$ cat config.mk
export PLATFORM = sky130hd
export DESIGN_NAME = time_set_ctrl
export DESIGN_NICKNAME = d
export VERILOG_FILES = /design/src/rtl/time_set_ctrl.sv
export SDC_FILE = /design/constraint.sdc
export NUM_CORES = 1
export LEC_CHECK = 0
export CAP_MARGIN = 25
export CORE_ASPECT_RATIO = 0.75
export CORE_MARGIN = 5
export CORE_UTILIZATION = 36
export CTS_BUF_LIST = sky130_fd_sc_hd__clkbuf_8
export DETAILED_ROUTE_END_ITERATION = 10
export GPL_TIMING_DRIVEN = 0
export PLACE_DENSITY = 0.63
export SYNTH_ARGS = -nofsm -noshare
export SYNTH_HDL_FRONTEND = slang
export SYNTH_SLANG_ARGS = --single-unit
$ cat constraint.sdc
create_clock -name CLK -period 3.27 [get_ports CLK]
set_input_delay 0.654 -clock CLK [delete_from_list [all_inputs] [get_ports CLK]]
set_output_delay 0.654 -clock CLK [all_outputs]
set_load 0.01 [all_outputs]
$ cat src/rtl/time_set_ctrl.sv
// time_set_ctrl: front-panel time-setting controller.
//
// Watches three push-button levels, lets the user freeze the live BCD
// time, step through the sec/min/hour/day fields and increment each field
// with per-field wrap, then commit the edited time back to the datapath.
//
// Ports:
//   CLK, RSTN             clock (rising edge), asynchronous active-low reset
//   KEY_MODE              rising edge enters/leaves edit (leaving = commit)
//   KEY_FIELD             rising edge selects the next field (sec->min->hour->day)
//   KEY_UP                rising edge increments the selected field
//   SEC0..DAY1            live BCD time (0 = units digit, 1 = tens digit)
//   SSEC0..SDAY1          BCD load values to the datapath
//   SET                   datapath loads S* every cycle while high
//   EDIT_FIELD            selected field: 0=sec 1=min 2=hour 3=day
//   ACTIVE                high whenever the controller is out of IDLE
//
// Optional build macro: TIME_SET_CTRL_TIMEOUT_EN adds an inactivity timer;
// after TIMEOUT_CYCLES quiet cycles in EDIT the captured time is restored.
module time_set_ctrl #(
    parameter int unsigned TIMEOUT_CYCLES = 5000
) (
    input  logic       CLK,
    input  logic       RSTN,
    input  logic       KEY_MODE,
    input  logic       KEY_FIELD,
    input  logic       KEY_UP,
    input  logic [3:0] SEC0,
    input  logic [3:0] SEC1,
    input  logic [3:0] MIN0,
    input  logic [3:0] MIN1,
    input  logic [3:0] HOUR0,
    input  logic [3:0] HOUR1,
    input  logic [3:0] DAY0,
    input  logic [3:0] DAY1,
    output logic [3:0] SSEC0,
    output logic [3:0] SSEC1,
    output logic [3:0] SMIN0,
    output logic [3:0] SMIN1,
    output logic [3:0] SHOUR0,
    output logic [3:0] SHOUR1,
    output logic [3:0] SDAY0,
    output logic [3:0] SDAY1,
    output logic       SET,
    output logic [1:0] EDIT_FIELD,
    output logic       ACTIVE
);

    typedef enum logic [1:0] {IDLE, CAPTURE, EDIT, RESTORE} state_t;

    // Fields are packed BCD bytes {tens, units}; index 0=sec 1=min 2=hour 3=day.
    localparam logic [3:0][7:0] TIME_RESET = {8'h01, 8'h00, 8'h00, 8'h00};

    state_t          state, state_next;
    logic            mode_q, field_q, up_q;
    logic            mode_edge, field_raw, up_raw, any_edge, field_edge, up_edge;
    logic            timeout_hit;
    logic [3:0][7:0] live, captured;
    logic [3:0][7:0] shadow, shadow_next, snapshot, snapshot_next, out_q;
    logic [1:0]      field, field_next;
    logic            set_q, active_q;

    function automatic logic [7:0] fix_day(input logic [7:0] d);
        return (d == 8'h00 || d > 8'h31) ? 8'h01 : d;
    endfunction

    // BCD increment of one field; wraps inside the field, never carries out.
    function automatic logic [7:0] bcd_inc(input logic [7:0] v, input logic [1:0] f);
        logic [7:0] top;
        logic [7:0] r;
        top = (f == 2'd2) ? 8'h23 : (f == 2'd3) ? 8'h31 : 8'h59;
        if (v >= top)
            r = (f == 2'd3) ? 8'h01 : 8'h00;
        else if (v[3:0] >= 4'd9)
            r = {v[7:4] + 4'd1, 4'd0};
        else
            r = {v[7:4], v[3:0] + 4'd1};
        return (f == 2'd3) ? fix_day(r) : r;
    endfunction

    assign live = {DAY1, DAY0, HOUR1, HOUR0, MIN1, MIN0, SEC1, SEC0};

    always_comb begin
        captured    = live;
        captured[3] = fix_day(live[3]);
    end

    // Edge detection with fixed priority MODE > FIELD > UP. The raw edges
    // still count as activity for the inactivity timer.
    always_comb begin
        mode_edge  = KEY_MODE  & ~mode_q;
        field_raw  = KEY_FIELD & ~field_q;
        up_raw     = KEY_UP    & ~up_q;
        any_edge   = mode_edge | field_raw | up_raw;
        field_edge = field_raw & ~mode_edge;
        up_edge    = up_raw & ~mode_edge & ~field_raw;
    end

`ifdef TIME_SET_CTRL_TIMEOUT_EN
    localparam int unsigned CNT_W = $clog2(TIMEOUT_CYCLES + 1);
    logic [CNT_W-1:0] idle_cnt;

    assign timeout_hit = (state == EDIT) && !any_edge &&
                         (idle_cnt == CNT_W'(TIMEOUT_CYCLES - 1));

    always_ff @(posedge CLK or negedge RSTN) begin
        if (!RSTN)
            idle_cnt <= '0;
        else if (state != EDIT || any_edge || timeout_hit)
            idle_cnt <= '0;
        else
            idle_cnt <= idle_cnt + 1'b1;
    end
`else
    // Timer not built; the parameter is still read so the port list and
    // parameter set stay identical between builds.
    assign timeout_hit = (TIMEOUT_CYCLES == 0) & 1'b0;
`endif

    always_comb begin
        state_next    = state;
        shadow_next   = shadow;
        snapshot_next = snapshot;
        field_next    = field;
        case (state)
            IDLE: begin
                if (mode_edge)
                    state_next = CAPTURE;
            end
            CAPTURE: begin
                shadow_next   = captured;
                snapshot_next = captured;
                field_next    = 2'd0;
                state_next    = EDIT;
            end
            EDIT: begin
                if (mode_edge)
                    state_next = IDLE;
                else if (field_edge)
                    field_next = field + 2'd1;
                else if (up_edge)
                    shadow_next[field] = bcd_inc(shadow[field], field);
                else if (timeout_hit)
                    state_next = RESTORE;
            end
            RESTORE: begin
                state_next = IDLE;
            end
            default: state_next = IDLE;
        endcase
    end

    always_ff @(posedge CLK or negedge RSTN) begin
        if (!RSTN) begin
            state    <= IDLE;
            mode_q   <= 1'b0;
            field_q  <= 1'b0;
            up_q     <= 1'b0;
            shadow   <= TIME_RESET;
            snapshot <= TIME_RESET;
            field    <= 2'd0;
            out_q    <= TIME_RESET;
            set_q    <= 1'b0;
            active_q <= 1'b0;
        end else begin
            state    <= state_next;
            mode_q   <= KEY_MODE;
            field_q  <= KEY_FIELD;
            up_q     <= KEY_UP;
            shadow   <= shadow_next;
            snapshot <= snapshot_next;
            field    <= field_next;
            // Outputs are registered from next-state so they track the state
            // they describe with no extra cycle of lag.
            out_q    <= (state_next == RESTORE) ? snapshot_next : shadow_next;
            set_q    <= (state_next == EDIT) || (state_next == RESTORE);
            active_q <= (state_next != IDLE);
        end
    end

    assign SSEC0      = out_q[0][3:0];
    assign SSEC1      = out_q[0][7:4];
    assign SMIN0      = out_q[1][3:0];
    assign SMIN1      = out_q[1][7:4];
    assign SHOUR0     = out_q[2][3:0];
    assign SHOUR1     = out_q[2][7:4];
    assign SDAY0      = out_q[3][3:0];
    assign SDAY1      = out_q[3][7:4];
    assign SET        = set_q;
    assign ACTIVE     = active_q;
    assign EDIT_FIELD = field;

endmodule

* Word-level counts from Yosys, hierarchy flattened
Cells that the tools add are included.
Cells by class: $add $sub $neg 3, $lt $le $gt $ge 6, equal/unequal tests 9, multiplexer cells 29, bitwise gates (word level) 11, reductions and logical operators 10
Operators by type and width (count):
- $mux 32 | 5
- $mux 8 | 11
- $pmux 32 s2 | 1
- $bwmux 32 | 1
- $bmux 8 s2 | 1
- $demux 8 s2 | 1
- $gt 8x6->1 const B | 2
- $logic_not 8->1 | 2
- $mux 7 | 2
- $eq 2x2->1 const B | 6
- $add 4x1->4 const B | 2
- $ge 8x7->1 | 1
- $mux 2 | 4
- $pmux 2 s4 | 1
- $and 1x1->1 | 6
- $not 1->1 | 5
- $ge 4x4->1 const B | 1
- $ne 2x2->1 const B | 2
- $pmux 2 s2 | 1
- $reduce_bool 2->1 | 2
- $logic_or 1x1->1 | 3
- $lt 2x3->1 const B | 1
- $reduce_and 3->1 | 1
- $add 2x1->2 const B | 1
- other kinds (5) | 5
Storage, ports and cells: bits in registers 105, input port bits 37, output and inout port bits 36, logic and storage cells 87

* Depth between registers and ports, before layout
Gate-level depths: netlist (run 1).
depth in word-level cells 19, mapped depth 16, depth with buffers taken out 14

* Least setup slack after synthesis (run 1)
OpenSTA, ideal clock, no wires.
path kind reg2reg, start register field[0], in the netlist EDIT_FIELD[0], end register out_q, in the netlist SHOUR0[1], setup time 0.125 ns, data arrival time 3.358 ns, data required time 3.145 ns, path slack -0.212 ns, cell stages (with the launch flop) 12, buffers on the path 1, path through dfrtp_1 > buf_6 > mux4_2 > ha_1 > a211o_1 > a211oi_1 > o211a_2 > a311oi_2 > a211oi_4 > o31ai_1 > a22o_1 > mux2_2
RTL lines:
- start, declared | RTL line 60 | logic [1:0] field, field_next;
- start signal, assigned | RTL line 172 | field <= field_next;
- end signal, assigned | RTL line 175 | out_q <= (state_next == RESTORE) ? snapshot_next : shadow_next;
- end, declared | RTL line 59 | logic [3:0][7:0] shadow, shadow_next, snapshot, snapshot_next, out_q;

==> results.md, run 1 <==
- The layer with the highest usage after global routing is met2.
- The setup path with the least slack is of type reg2reg.
- The placed cell count is between 700 and 800.
- The remaining max-slew budget at the tightest pin is 0.3821.
- For this block, the via count after detailed routing is ~4300.
- Fill cells in the final layout number ~1200.
- The number of global-route vias before repair was 4485.
- Static timing analysis puts the maximum clock frequency at 0.2832 GHz.
- The type of the worst min-delay path is in2async.
- Once routing completed, OpenROAD measured the worst setup slack at -260.8 ps.
- After legalization and detailed placement, the total HPWL measured between 10000 and 15000 µm.
- The largest clock skew in the final design is roughly 13 ps.
- The first TritonRoute pass finished after 5 iterations.
- Summed over all failing endpoints, the final setup total negative slack is -3548 ps.
- Port buffering added between 70 and 80 buffers.
- Clock-pin slew was measured on the worst setup and hold paths at 110 ps.
- The final layout contains routed wiring with a total length of 16210 µm.
- Counting along the longest clock path gives a buffer depth of 2.
- Hold repair after CTS inserted 0 buffers.
- The power per unit of standard cell area is 1023 nW/µm².
- The first-pass GRT wire length is 24920 µm.
- Counting every sink on the clock net gives 105.
- The floorplan die height is ~110 µm.
- At the worst endpoint, the arrival time is roughly 3800 ps.
- At the later pin of the worst-skew pair, clock insertion delay measures roughly 380 ps.
- The portion of the clock cycle consumed by the worst path in the final layout is 1.080.
- TritonCTS built the clock tree.
- The nature of the critical path startpoint is a flip-flop.
- The total I/O pin count is 73.
- The setup violation total in the final timing report is 27.
- Synthesis produced around 480 cells.
- Setup repair after global routing could not meet its margin everywhere.
- Synthesis inferred approximately 110 register bits.
- The mapped cell area is slightly above 5000 µm².
- The smallest clock period supported by the final layout is computed as approximately 3500 ps.
- Yosys attributes the largest share of cell area to sky130_fd_sc_hd__dfrtp_1 (50%), sky130_fd_sc_hd__mux2_2 (4.9%), sky130_fd_sc_hd__nand2_1 (4.7%).
- The number of nets still failing antenna checks after routing is 0.
- The endpoint type of the worst setup path is a flip-flop.
- In the global route stage, met3 resource usage came out at 0.04479.
- CTS placed an instance of sky130_fd_sc_hd__clkbuf_8 at the clock tree root.
- The clock buffer count from CTS is 9.
- The core box area is about 14000 µm².
- CTS built an H-tree with a depth of 3.
- The cell leakage power is 0.003166 µW.
- For the worst setup path, the data required time is between 3000 and 4000 ps.
- The count of flip-flops with a built-in enable after synthesis is 0.
- The met1 usage is 0.2762.
- The main flop type after synthesis is sky130_fd_sc_hd__dfrtp_1.
- By instance count, the leading cell after synthesis is sky130_fd_sc_hd__dfrtp_1.
- Leaving out filler cells and counting taps, the final layout contains approximately 800.
- Counting flops with an async set or reset pin after synthesis yields a share of 1.000.
- The number of DRC violations after detailed-routing iteration 0 is 343.
- The number of slew-limit violations in the final report came to 0.
- Across every metal layer, demand over resource in global routing totals 0.1927.
- During synthesis, Yosys emitted a total of 0 warnings.
- The area enclosed by the die boundary is roughly 17000 µm².
- The via count normalized by instance count is approximately 5.4.
- The maximum number of pins on one net before global-route repair is slightly below 60.
- The repair_antennas step left the layout with diodes totalling 0.
- The final reports fail on negative setup slack.
- The sequential area share after synthesis is 0.5204.
- The layout overhead on the synthesized area is 40.68%.
- The residual overflow from global routing is 0.
- For met2 alone, demand over resource in global routing was 0.2943.
- The peak fanout along the critical path is 5.
- Of the post-synthesis cell area, the dominant cell type holds 0.5048.
- The routed wirelength normalized by instance count is between 20 and 25 µm.
- At the end of routability-driven placement, the weighted congestion stood at just over 0.9.
- For this run, design rule violations remaining after detail routing come to 0.
- The measured slew at the worst slew-check pin is a little over 900 ps.
- Hold is met by between 200 and 300 ps.
- The number of distinct library cells after synthesis is 51.
- The net count of the finished layout is around 660.
- The worst slack after detailed placement is -813.9 ps.
- The number of standard-cell rows in the floorplan is 37.
- Overall power consumption after layout is estimated at between 7000 and 8000 µW.
- The share of post-route cells with drive strength above 1 is 0.2597.
- The initial antenna violation count is 0.
- Across the run, the number of max-cap violations was 0.
- The count of final hold-check violations was 0.
- sky130_fd_sc_hd__dfrtp_1 takes more of the synthesized area than any other cell.
- The initial core utilization is 0.3677.
- The x dimension of the die is 146.8 µm.
- The run finished, with violations left.
- The net count after synthesis is between 500 and 600.
- Sorting the synthesized cells by how often they occur yields sky130_fd_sc_hd__dfrtp_1 (102), sky130_fd_sc_hd__nand2_1 (63), sky130_fd_sc_hd__inv_1 (46), sky130_fd_sc_hd__o21ai_0 (40), sky130_fd_sc_hd__nor2_1 (31).
- VDD sags by at most approximately 0.53 mV.
- The average cell area after synthesis is ~10 µm².
==> cells by family (layout without fill, tap and decap cells) <==
group	after synthesis	after routing	synth area share
mux	35	35	0.09453
buf+inv	65	199	0.05147
flops	105	105	0.5204
simple gates	136	136	0.1225
compound gates	122	122	0.1663
fa+ha+maj	16	16	0.03959
xor+xnor	3	3	0.005198
==> report_power, final <==
| group | internal, µW | switching [µW] |
|---|---|---|
| clock | 479 | 469 |
| sequential | 1780 | 198 |
| combinational | 1890 | 2460 |
==> timing repair <==
item                       in CTS  in global routing
gates resized for setup        50                 51
setup endpoints to repair      60                 51
buffers inserted               22                 23
pin swaps                      21                 37
cloned                          1                  0
==> layout make-up <==
| class | count | area, µm² | area share |
|---|---|---|---|
| Sequential cell | 105 | 2634 | 0.3703 |
| Multi-Input combinational cell | 312 | 2624 | 0.3689 |
| Timing Repair Buffer | 118 | 1126 | 0.1583 |
| Tap cell | 175 | 219.0 | 0.03078 |
| Inverter | 46 | 172.7 | 0.02427 |
| Clock buffer | 11 | 151.4 | 0.02128 |
| Buffer | 19 | 100.1 | 0.01407 |
| Clock inverter | 5 | 86.33 | 0.01214 |
==> flip-flops by register name, summed over array words and instances (netlist names), 2 cells and up <==
| signal | count |
|---|---|
| EDIT_FIELD | 2 |
| SDAY0 | 4 |
| SDAY1 | 4 |
| SHOUR0 | 4 |
| SHOUR1 | 4 |
| SMIN0 | 4 |
| SMIN1 | 4 |
| SSEC0 | 4 |
| SSEC1 | 4 |
| shadow | 32 |
| snapshot | 32 |
| state | 2 |
==> per-layer routing <==
metal	vias up	routed length [µm]
met5	-	0
met4	0	297
met3	35	883
met2	141	7300
met1	2153	7725
li1	1966	-
==> worst max-delay path: stages (launching register included) <==
cell and delay, ps:
sky130_fd_sc_hd__dfrtp_2 390, sky130_fd_sc_hd__buf_8 120, sky130_fd_sc_hd__buf_6 90, sky130_fd_sc_hd__mux4_2 550, sky130_fd_sc_hd__ha_4 240, sky130_fd_sc_hd__a211o_1 320
sky130_fd_sc_hd__a211oi_4 230, sky130_fd_sc_hd__o211a_4 220, sky130_fd_sc_hd__buf_12 110, sky130_fd_sc_hd__a311oi_4 100, sky130_fd_sc_hd__a211oi_4 280, sky130_fd_sc_hd__buf_6 200
sky130_fd_sc_hd__o31ai_4 80, sky130_fd_sc_hd__a22o_1 210, sky130_fd_sc_hd__mux2_4 270
==> through the flow <==
stage	area (µm²)	util
after global placement	6016	0.4375
after floorplan	5076	-
after detailed placement	6052	0.4402
final	7113	0.5173
after CTS	6741	0.4903
after global routing	7113	0.5173
==> cell usage in the layout (no fill, tap or decap), types with 7 or more instances in the layout <==
cell,Yosys,routed
sky130_fd_sc_hd__a21oi_1,11,10
sky130_fd_sc_hd__mux4_2,8,8
sky130_fd_sc_hd__dfrtp_1,102,100
sky130_fd_sc_hd__nand2_1,63,61
sky130_fd_sc_hd__o21ai_0,40,35
sky130_fd_sc_hd__mux2_2,22,13
sky130_fd_sc_hd__clkbuf_8,0,11
sky130_fd_sc_hd__nand3_1,9,8
sky130_fd_sc_hd__inv_1,46,41
sky130_fd_sc_hd__nor2_1,31,27
sky130_fd_sc_hd__buf_4,0,38
sky130_fd_sc_hd__buf_6,2,7
sky130_fd_sc_hd__ha_1,16,8
sky130_fd_sc_hd__clkdlybuf4s50_1,0,71
sky130_fd_sc_hd__clkbuf_1,15,13
sky130_fd_sc_hd__mux2_4,0,9
sky130_fd_sc_hd__a22o_1,17,17
==> path summary, 6_finish.rpt <==
kind	endpoint	from	cells after the start	slack [ps]
max	SMIN0[3]$_DFF_PN0_	EDIT_FIELD[0]$_DFFE_PN0P_	14	-260
min	snapshot[9]$_DFF_PN0_	RSTN	1	280
max reg2reg	SMIN0[3]$_DFF_PN0_	EDIT_FIELD[0]$_DFFE_PN0P_	14	-260
min reg2reg	snapshot[13]$_DFF_PN0_	snapshot[13]$_DFF_PN0_	1	520
max in group asynchronous	EDIT_FIELD[0]$_DFFE_PN0P_	RSTN	2	2260
min in group CLK	snapshot[13]$_DFF_PN0_	snapshot[13]$_DFF_PN0_	1	520
Power figures use the tool's default switching activity.
==> run 2, diff against run 1 <==
--- a/config.mk
+++ b/config.mk
@@ -9,10 +9,12 @@
 export CORE_ASPECT_RATIO = 0.75
 export CORE_MARGIN = 5
 export CORE_UTILIZATION = 36
-export CTS_BUF_LIST = sky130_fd_sc_hd__clkbuf_8
+export CTS_BUF_LIST = sky130_fd_sc_hd__clkbuf_16
 export DETAILED_ROUTE_END_ITERATION = 10
 export GPL_TIMING_DRIVEN = 0
+export HOLD_SLACK_MARGIN = 0.03
 export PLACE_DENSITY = 0.63
 export SYNTH_ARGS = -nofsm -noshare
 export SYNTH_HDL_FRONTEND = slang
 export SYNTH_SLANG_ARGS = --single-unit
+export TNS_END_PERCENT = 10
==> run 2 against run 1 <==
Against the previous run:
- the run still ends with negative setup slack left
- largest power group unchanged
- final cell count decreased by 2.3%
- total power decreased by 4.1%
- sequential power hardly changed
- design area shrank 3.7%
- routed wire length is 4.4% lower
- core utilization shrank 1.9 points
- global-route usage fell by 0.36 points
- die area unchanged
- clock skew fell by 5.0 ps
- critical path depth did not move
- sequential cell count did not move
- register-to-register slack improved by 50 ps
==> results.md, run 2 (synthesis results as in run 1) <==
- At the end of the flow, the number of nets in the layout was 646.
- In this run the remaining antenna-violating nets after routing total 0.
- The largest registers in the layout are shadow x32, snapshot x32.
- The first global-routing pass estimated 24270 µm of wire.
- The region available for standard cell placement spans approximately 14000 µm².
- The type of the worst min-delay path is in2async.
- The clock net sink count is about 110.
- The clock buffer count from CTS is 9.
- The x dimension of the die is between 100 and 150 µm.
- The initial antenna violation count is 0.
- Setup repair after global routing could not meet its margin everywhere.
- The final standard cell count with taps included and fillers excluded is 773.
- The detailed-route DRC error count is 0.
- The number of diodes is 0.
- The routed length on met1 is just over 7000 µm.
- Of all nets on the critical path, the largest fanout is 6.
- The via total after detailed routing is approximately 4300.
- Clock-pin slew was measured on the worst setup and hold paths at roughly 70 ps.
- The routed design could run at a clock period as short as ~3500 ps.
- The clock passes through at most 2 buffers.
- At the pin with the least slew margin, the transition time is between 900 and 1000 ps.
- The initial core utilization is 0.3677.
- At the end of routability-driven placement, the weighted congestion stood at ~0.91.
- The worst slack after detailed placement is -680.9 ps.
- The worst setup path category is reg2reg.
- The root buffer cell is sky130_fd_sc_hd__clkbuf_16.
- The clock latency on the worst-skew pair is 350 ps.
- The number of slew-limit violations in the final report is 0.
- The floorplan die height is approximately 110 µm.
- The residual overflow from global routing is 0.
- In this run the core area contains 37 standard-cell rows.
- Setup violations remaining at the end of the flow were counted as 30.
- The run finished, with violations left.
- The cell leakage power is 0.003065 µW.
- The worst pin sits at a relative slew slack of 0.3478.
- Power spread over the standard cell area amounts to approximately 1000 nW/µm².
- The highest layer used for signal routing is met4.
- The completed layout was analyzed and its total power is 6973 µW.
- The H-tree was split into 3 levels.
- The highest achievable clock rate is about 0.29 GHz.
- After detailed routing, the total wire length is ~15000 µm.
- The endpoint arrival time on the critical path is approximately 3700 ps.
- The number of DRC violations after detailed-routing iteration 0 is around 340.
- The half-perimeter wire length of the detailed placement result is 11230 µm.
- Entering global routing, the biggest net connects 67 pins.
- Compared with the post-synthesis result, the final layout area differs by 35.41%.
- The routed wirelength normalized by instance count is between 20 and 25 µm.
- The share of post-route cells with drive strength above 1 is 0.2074.
- In this run, placement finished with an instance count of approximately 730.
- The total iterations of the first detailed-routing run is 6.
- For this run, the total global-route usage over all layers was measured as 0.1891.
- The count of final hold-check violations is 0.
- The checks that failed: negative setup slack.
- The endpoint type of the worst setup path is a flip-flop.
- The nature of the critical path startpoint is a flip-flop.
- The total I/O pin count is 73.
- The portion of the clock cycle consumed by the worst path in the final layout is 1.064.
- TritonCTS built the clock tree.
- After detailed routing, the met3 layer carries 1165 µm of wire.
- The via count normalized by instance count is roughly 5.5.
- The number of global-route vias before repair is around 4400.
- The number of max-cap violations is 0.
- The worst-case IR drop observed on VDD is ~0.38 mV.
- The data required time of the critical path is 3510 ps.
- The routed length on met2 is about 7000 µm.
- The library cell used most frequently in the layout, excluding fill and tap cells, is sky130_fd_sc_hd__dfrtp_1.
- In the layout the commonest cells are sky130_fd_sc_hd__dfrtp_1 (100), sky130_fd_sc_hd__clkdlybuf4s50_1 (71), sky130_fd_sc_hd__nand2_1 (62), sky130_fd_sc_hd__inv_1 (41), sky130_fd_sc_hd__o21ai_0 (38).
- The smallest setup slack after layout is -208.4 ps.
- Clock skew on the completed layout was measured at 7.975 ps.
- The die covers around 17000 µm².
- In this run the tool buffered the top-level ports with 72 buffer cells.
## run 2: cell types whose count changed in the layout (fill, tap and decap cells not counted), sizes merged
cell,before,now
buf,50,32
clkinvlp,0,1
clkinv,2,3
clkbuf,26,24
## run 2: path summary, 6_finish.rpt
kind | startpoint | end | slack, ps | cells past startpoint
worst min register to register | snapshot[16]$_DFF_PN0_ | snapshot[16]$_DFF_PN0_ | 500 | 1
worst min-delay path | RSTN | snapshot[31]$_DFF_PN0_ | 270 | 1
min in group CLK | snapshot[16]$_DFF_PN0_ | snapshot[16]$_DFF_PN0_ | 500 | 1
max in group asynchronous | RSTN | EDIT_FIELD[1]$_DFFE_PN0P_ | 2280 | 2
worst max-delay path | EDIT_FIELD[0]$_DFFE_PN0P_ | SMIN0[1]$_DFF_PN0_ | -210 | 14
worst max register to register | EDIT_FIELD[0]$_DFFE_PN0P_ | SMIN0[1]$_DFF_PN0_ | -210 | 14
## run 2: critical path, cell delays in order (launching register included)
cell and delay (ps):
sky130_fd_sc_hd__dfrtp_2 390, sky130_fd_sc_hd__buf_8 150, sky130_fd_sc_hd__buf_8 130, sky130_fd_sc_hd__mux4_2 580, sky130_fd_sc_hd__inv_2 120, sky130_fd_sc_hd__ha_4 140, sky130_fd_sc_hd__nand2b_4 60, sky130_fd_sc_hd__o21a_1 180
sky130_fd_sc_hd__or4_4 420, sky130_fd_sc_hd__nand2b_4 180, sky130_fd_sc_hd__a211oi_4 270, sky130_fd_sc_hd__buf_6 170, sky130_fd_sc_hd__o31ai_1 70, sky130_fd_sc_hd__a22o_1 210, sky130_fd_sc_hd__mux2_4 270
## run 2: where the power goes
group	switching, µW	internal [µW]
combinational	2250	1590
clock	486	671
sequential	200	1780
## run 2: layout make-up
class                   instances  area [µm²]
plain buffers                  19       100.1
clock buffers                   9       225.2
clock inverters                 7       93.84
fillers                      1216        6903
inverters                      46       172.7
multi-input cells             312        2439
flip-flops and latches        105        2634
well taps                     175       219.0
repair buffers                100       963.4
## run 2: through the flow
| step | cell area (µm²) | TNS, ps | utilization | hold slack (ps) |
|---|---|---|---|---|
| floorplan | 5076 | -1006 | - | 358.4 |
| global route | 6847 | -7351 | 0.4980 | 323.8 |
| detailed placement | 6052 | -23030 | 0.4402 | 485.0 |
| finish | 6847 | -2714 | 0.4980 | 269.1 |
| global placement | 6016 | -262760 | 0.4375 | 476.9 |
| CTS | 6779 | -2249 | 0.4930 | 288.9 |
## run 2: per-layer routing
| metal | vias up | track usage |
|---|---|---|
| met5 | - | 0 |
| met4 | 0 | 0.05827 |
| met3 | 22 | 0.04722 |
| met2 | 178 | 0.2897 |
| met1 | 2119 | 0.2648 |
| li1 | 1937 | - |
## run 2: what timing repair did
item	in CTS	in global routing
pin swaps	13	9
resized for setup	41	21
hold buffers	0	0
setup endpoints to repair	58	46
buffers inserted	23	4
gates cloned	1	0
==> run 3, diff against run 2 <==
--- a/config.mk
+++ b/config.mk
@@ -8,12 +8,12 @@
 export CAP_MARGIN = 25
 export CORE_ASPECT_RATIO = 0.75
 export CORE_MARGIN = 5
-export CORE_UTILIZATION = 36
+export CORE_UTILIZATION = 49
 export CTS_BUF_LIST = sky130_fd_sc_hd__clkbuf_16
 export DETAILED_ROUTE_END_ITERATION = 10
 export GPL_TIMING_DRIVEN = 0
 export HOLD_SLACK_MARGIN = 0.03
-export PLACE_DENSITY = 0.63
+export PLACE_DENSITY = 0.8
 export SYNTH_ARGS = -nofsm -noshare
 export SYNTH_HDL_FRONTEND = slang
 export SYNTH_SLANG_ARGS = --single-unit
==> run 3 against run 2 <==
Against the previous run:
- worst setup slack lost 47 ps
- critical endpoint is now SMIN0[3]$_DFF_PN0_
- the run still ends with negative setup slack left
- design area grew 1.1%
- non-clock buffer count grew 11
- highest routed layer unchanged
- hold slack gained 99 ps
- critical path type unchanged
- routed wire length is essentially flat
- combinational power grew 5.5%
- core utilization grew 18 points
- via count grew 4.3%
==> results.md, run 3 (synthesis results as in run 1) <==
- Headroom to the max-slew limit came out at 0.3280.
- The minimum period implied by the final worst setup slack is 3525 ps.
- For this run, the detailed router's first-pass iteration total came to 5.
- The total number of nets in the final design is 657.
- Prior to clock tree synthesis, the placed netlist has a worst setup slack of -713.5 ps.
- In this design, the stage delay of the slowest critical-path cell is approximately 560 ps.
- In the final routed layout, each cell accounts on average for just over 20 µm.
- At the worst endpoint, the required time is approximately 3500 ps.
- In this run the vertical extent of the chip is 97.97 µm.
- In the global route stage, met3 resource usage came out at 0.06452.
- Setup violations remaining at the end of the flow were counted as 38.
- The x dimension of the die is 127.3 µm.
- In the final layout, the registers with the most flip-flops are shadow x32, snapshot x32.
- The depth of the CTS H-tree is 3.
- Dividing the final minimum period by the clock period gives 1.078.
- In this run, the number of DRC markers left after iteration 0 of detailed routing was around 400.
- At the pin with the least slew margin, the transition time is between 1000 and 1500 ps.
- The worst-case IR drop observed on VDD is approximately 0.78 mV.
- Between clock sinks in the finished design, the worst skew comes to between 9 and 10 ps.
- The CTS tree is yes.
- After detailed routing, the number of remaining DRC violations is 0.
- The first-pass GRT wire length is 24210 µm.
- The initial utilization of the core area, before any placement, comes to 0.4972.
- The proportion of power drawn by the clock network is 0.153.
- The total overflow left after global routing is 0.
- The worst setup path is captured at a flip-flop.
- Data arrives at the worst endpoint at 3770 ps.
- Port buffering added between 70 and 80 buffers.
- The critical path in this run is classified as reg2reg.
- For this run, global-route usage on met1 was measured as 0.3437.
- The initial antenna violation count was 0.
- In the global route stage, overall resource usage came out at 0.2494.
- From synthesis to final layout, the design area changed by 36.87%.
- The path class of the tightest hold or removal check is in2async.
- The die covers roughly 12000 µm².
- The run finished, with violations left.
- In the final layout, the share of cells above drive strength 1 is 0.2217.
- The half-perimeter wire length of the detailed placement result is ~11000 µm.
- The smallest setup slack after layout is -255.3 ps.
- The maximum number of pins on one net before global-route repair is between 60 and 70.
- After detailed placement, the total cell area comes to ~6000 µm².
- The library cell used most frequently in the layout, excluding fill and tap cells, is sky130_fd_sc_hd__dfrtp_1.
- The number of slew-limit violations in the final report is 0.
- The worst-case clock buffer depth is 2.
- The most common cell type on the critical path is sky130_fd_sc_hd__buf_6.
- Routability-driven placement finished with a final weighted congestion of 0.9199.
- Of the total power, the share spent switching nets is 0.4235.
- Summing over every cut layer, the via total after detailed routing is roughly 4400.
- The layer flagged by global routing as most heavily used is met2.
- Derived from the worst setup path, the maximum achievable clock frequency is between 0.2 and 0.3 GHz.
- The share of power burned in registers is 0.278.
- Of the total power, combinational logic draws 0.569.
- The cell leakage power is roughly 0.0031 µW.
- Among all stages on the critical path, the largest delay is contributed by sky130_fd_sc_hd__mux4_2.
- Power spread over the standard cell area amounts to ~1000 nW/µm².
- Setup repair after global routing could not meet its margin everywhere.
- The checks that failed: negative setup slack.
- Dividing the detail-routed via count by the number of cells gives approximately 6.0.
- The core box area is 10170 µm².
- The total wire length after detailed routing is 15490 µm.
- The critical path goes through buf_6, buf_8, mux4_2, buf_4, ha_1, nand2b_1, o22ai_1, a31oi_4, a311oi_4, a211oi_4, buf_6, o31ai_2, a22o_1, mux2_4.
- STA classifies the critical path startpoint as a flip-flop.
- The worst-case register-to-register setup slack is -260 ps.
- The count of final hold-check violations is 0.
- The peak fanout along the critical path is 5.
- The number of nets still failing antenna checks after routing is 0.
- Clock latency on the worst-skew pair, taken at its later pin, is ~360 ps.
- The root buffer cell is sky130_fd_sc_hd__clkbuf_16.
- The clock net sink count is about 110.
- The global-route met2 utilization is 0.3934.
- After clock tree synthesis, the clock-pin slew on the worst setup and hold paths is roughly 70 ps.
- After floorplanning, the core was divided into 32 placement rows.
- The finished cells cover 6920 µm².
- The library cells used most frequently in the layout, excluding fill and tap cells, are sky130_fd_sc_hd__dfrtp_1 (101), sky130_fd_sc_hd__clkdlybuf4s50_1 (71), sky130_fd_sc_hd__nand2_1 (62), sky130_fd_sc_hd__inv_1 (43).
- The number of diodes is 0.
- In this run the power spent charging and discharging nets is 3016 µW.
- Clock tree synthesis inserted a total of 9 buffers.
- The sum of internal, switching and leakage power is about 7100 µW.
- The number of global-route vias before repair is approximately 4500.
- Internal power comes to around 4000 µW.
- Max-cap violations in this run came to 0.
- 73 I/O pins were placed.
## run 3: critical path: cells and delay by family (launching register included)
| kind | cells | cell delay [ps] |
|---|---|---|
| buf+inv | 4 | 640 |
| mux | 2 | 830 |
| compound gates | 6 | 1160 |
| simple gates | 1 | 130 |
| fa+ha+maj | 1 | 280 |
| flops | 1 | 370 |
## run 3: repair_timing
action / CTS / global route
hold buffers: 0 / 0
gates cloned: 1 / 0
setup endpoints to repair: 60 / 52
buffers inserted: 23 / 15
gates resized for setup: 39 / 32
hold endpoints to repair: 0 / 0
pin swaps: 18 / 21
## run 3: worst paths after layout
path	from	endpoint	cells after the start
worst min-delay path	RSTN	SSEC1[2]$_DFF_PN0_	1
worst max-delay path	EDIT_FIELD[0]$_DFFE_PN0P_	SMIN0[3]$_DFF_PN0_	14
max in group asynchronous	RSTN	snapshot[0]$_DFF_PN0_	2
min in group CLK	snapshot[4]$_DFF_PN0_	snapshot[4]$_DFF_PN0_	1
worst max register to register	EDIT_FIELD[0]$_DFFE_PN0P_	SMIN0[3]$_DFF_PN0_	14
worst min register to register	snapshot[4]$_DFF_PN0_	snapshot[4]$_DFF_PN0_	1
## run 3: final cells by class
cell class / instances / area, µm²
tap: 136 / 170.2
clock buffer: 9 / 225.2
multi-input combinational: 312 / 2512
fill: 808 / 3249
timing repair buffer: 111 / 1044
clock inverter: 7 / 68.82
buffer: 19 / 95.09
sequential: 105 / 2633
inverter: 46 / 172.7
## run 3: routing by layer
| layer | vias up | wire (µm) |
|---|---|---|
| met1 | 2221 | 6533 |
| met5 | - | 0 |
| met2 | 220 | 7320 |
| met3 | 33 | 1301 |
| met4 | 0 | 333 |
| li1 | 1967 | - |
## run 3: per-stage QoR
step                setup TNS [ps]  std cells  utilization  hold slack (ps)
floorplan                    -1006        482            -            358.4
global placement           -255330        690       0.5867            476.7
detailed placement          -26570        691       0.5892            486.6
CTS                          -3688        731       0.6587            403.6
global route                 -9764        745       0.6805            450.5
finish                       -4913        745       0.6805            367.6
## run 3: power groups by stage
stage	combinational [µW]	clock (µW)	sequential, µW
2_1_floorplan	1920	0	2010
3_3_place_gp	3020	0	1990
3_5_place_dp	3080	0	2010
4_1_cts	3590	1090	1970
5_1_grt	4320	1160	2020
6_report	4050	1090	1980
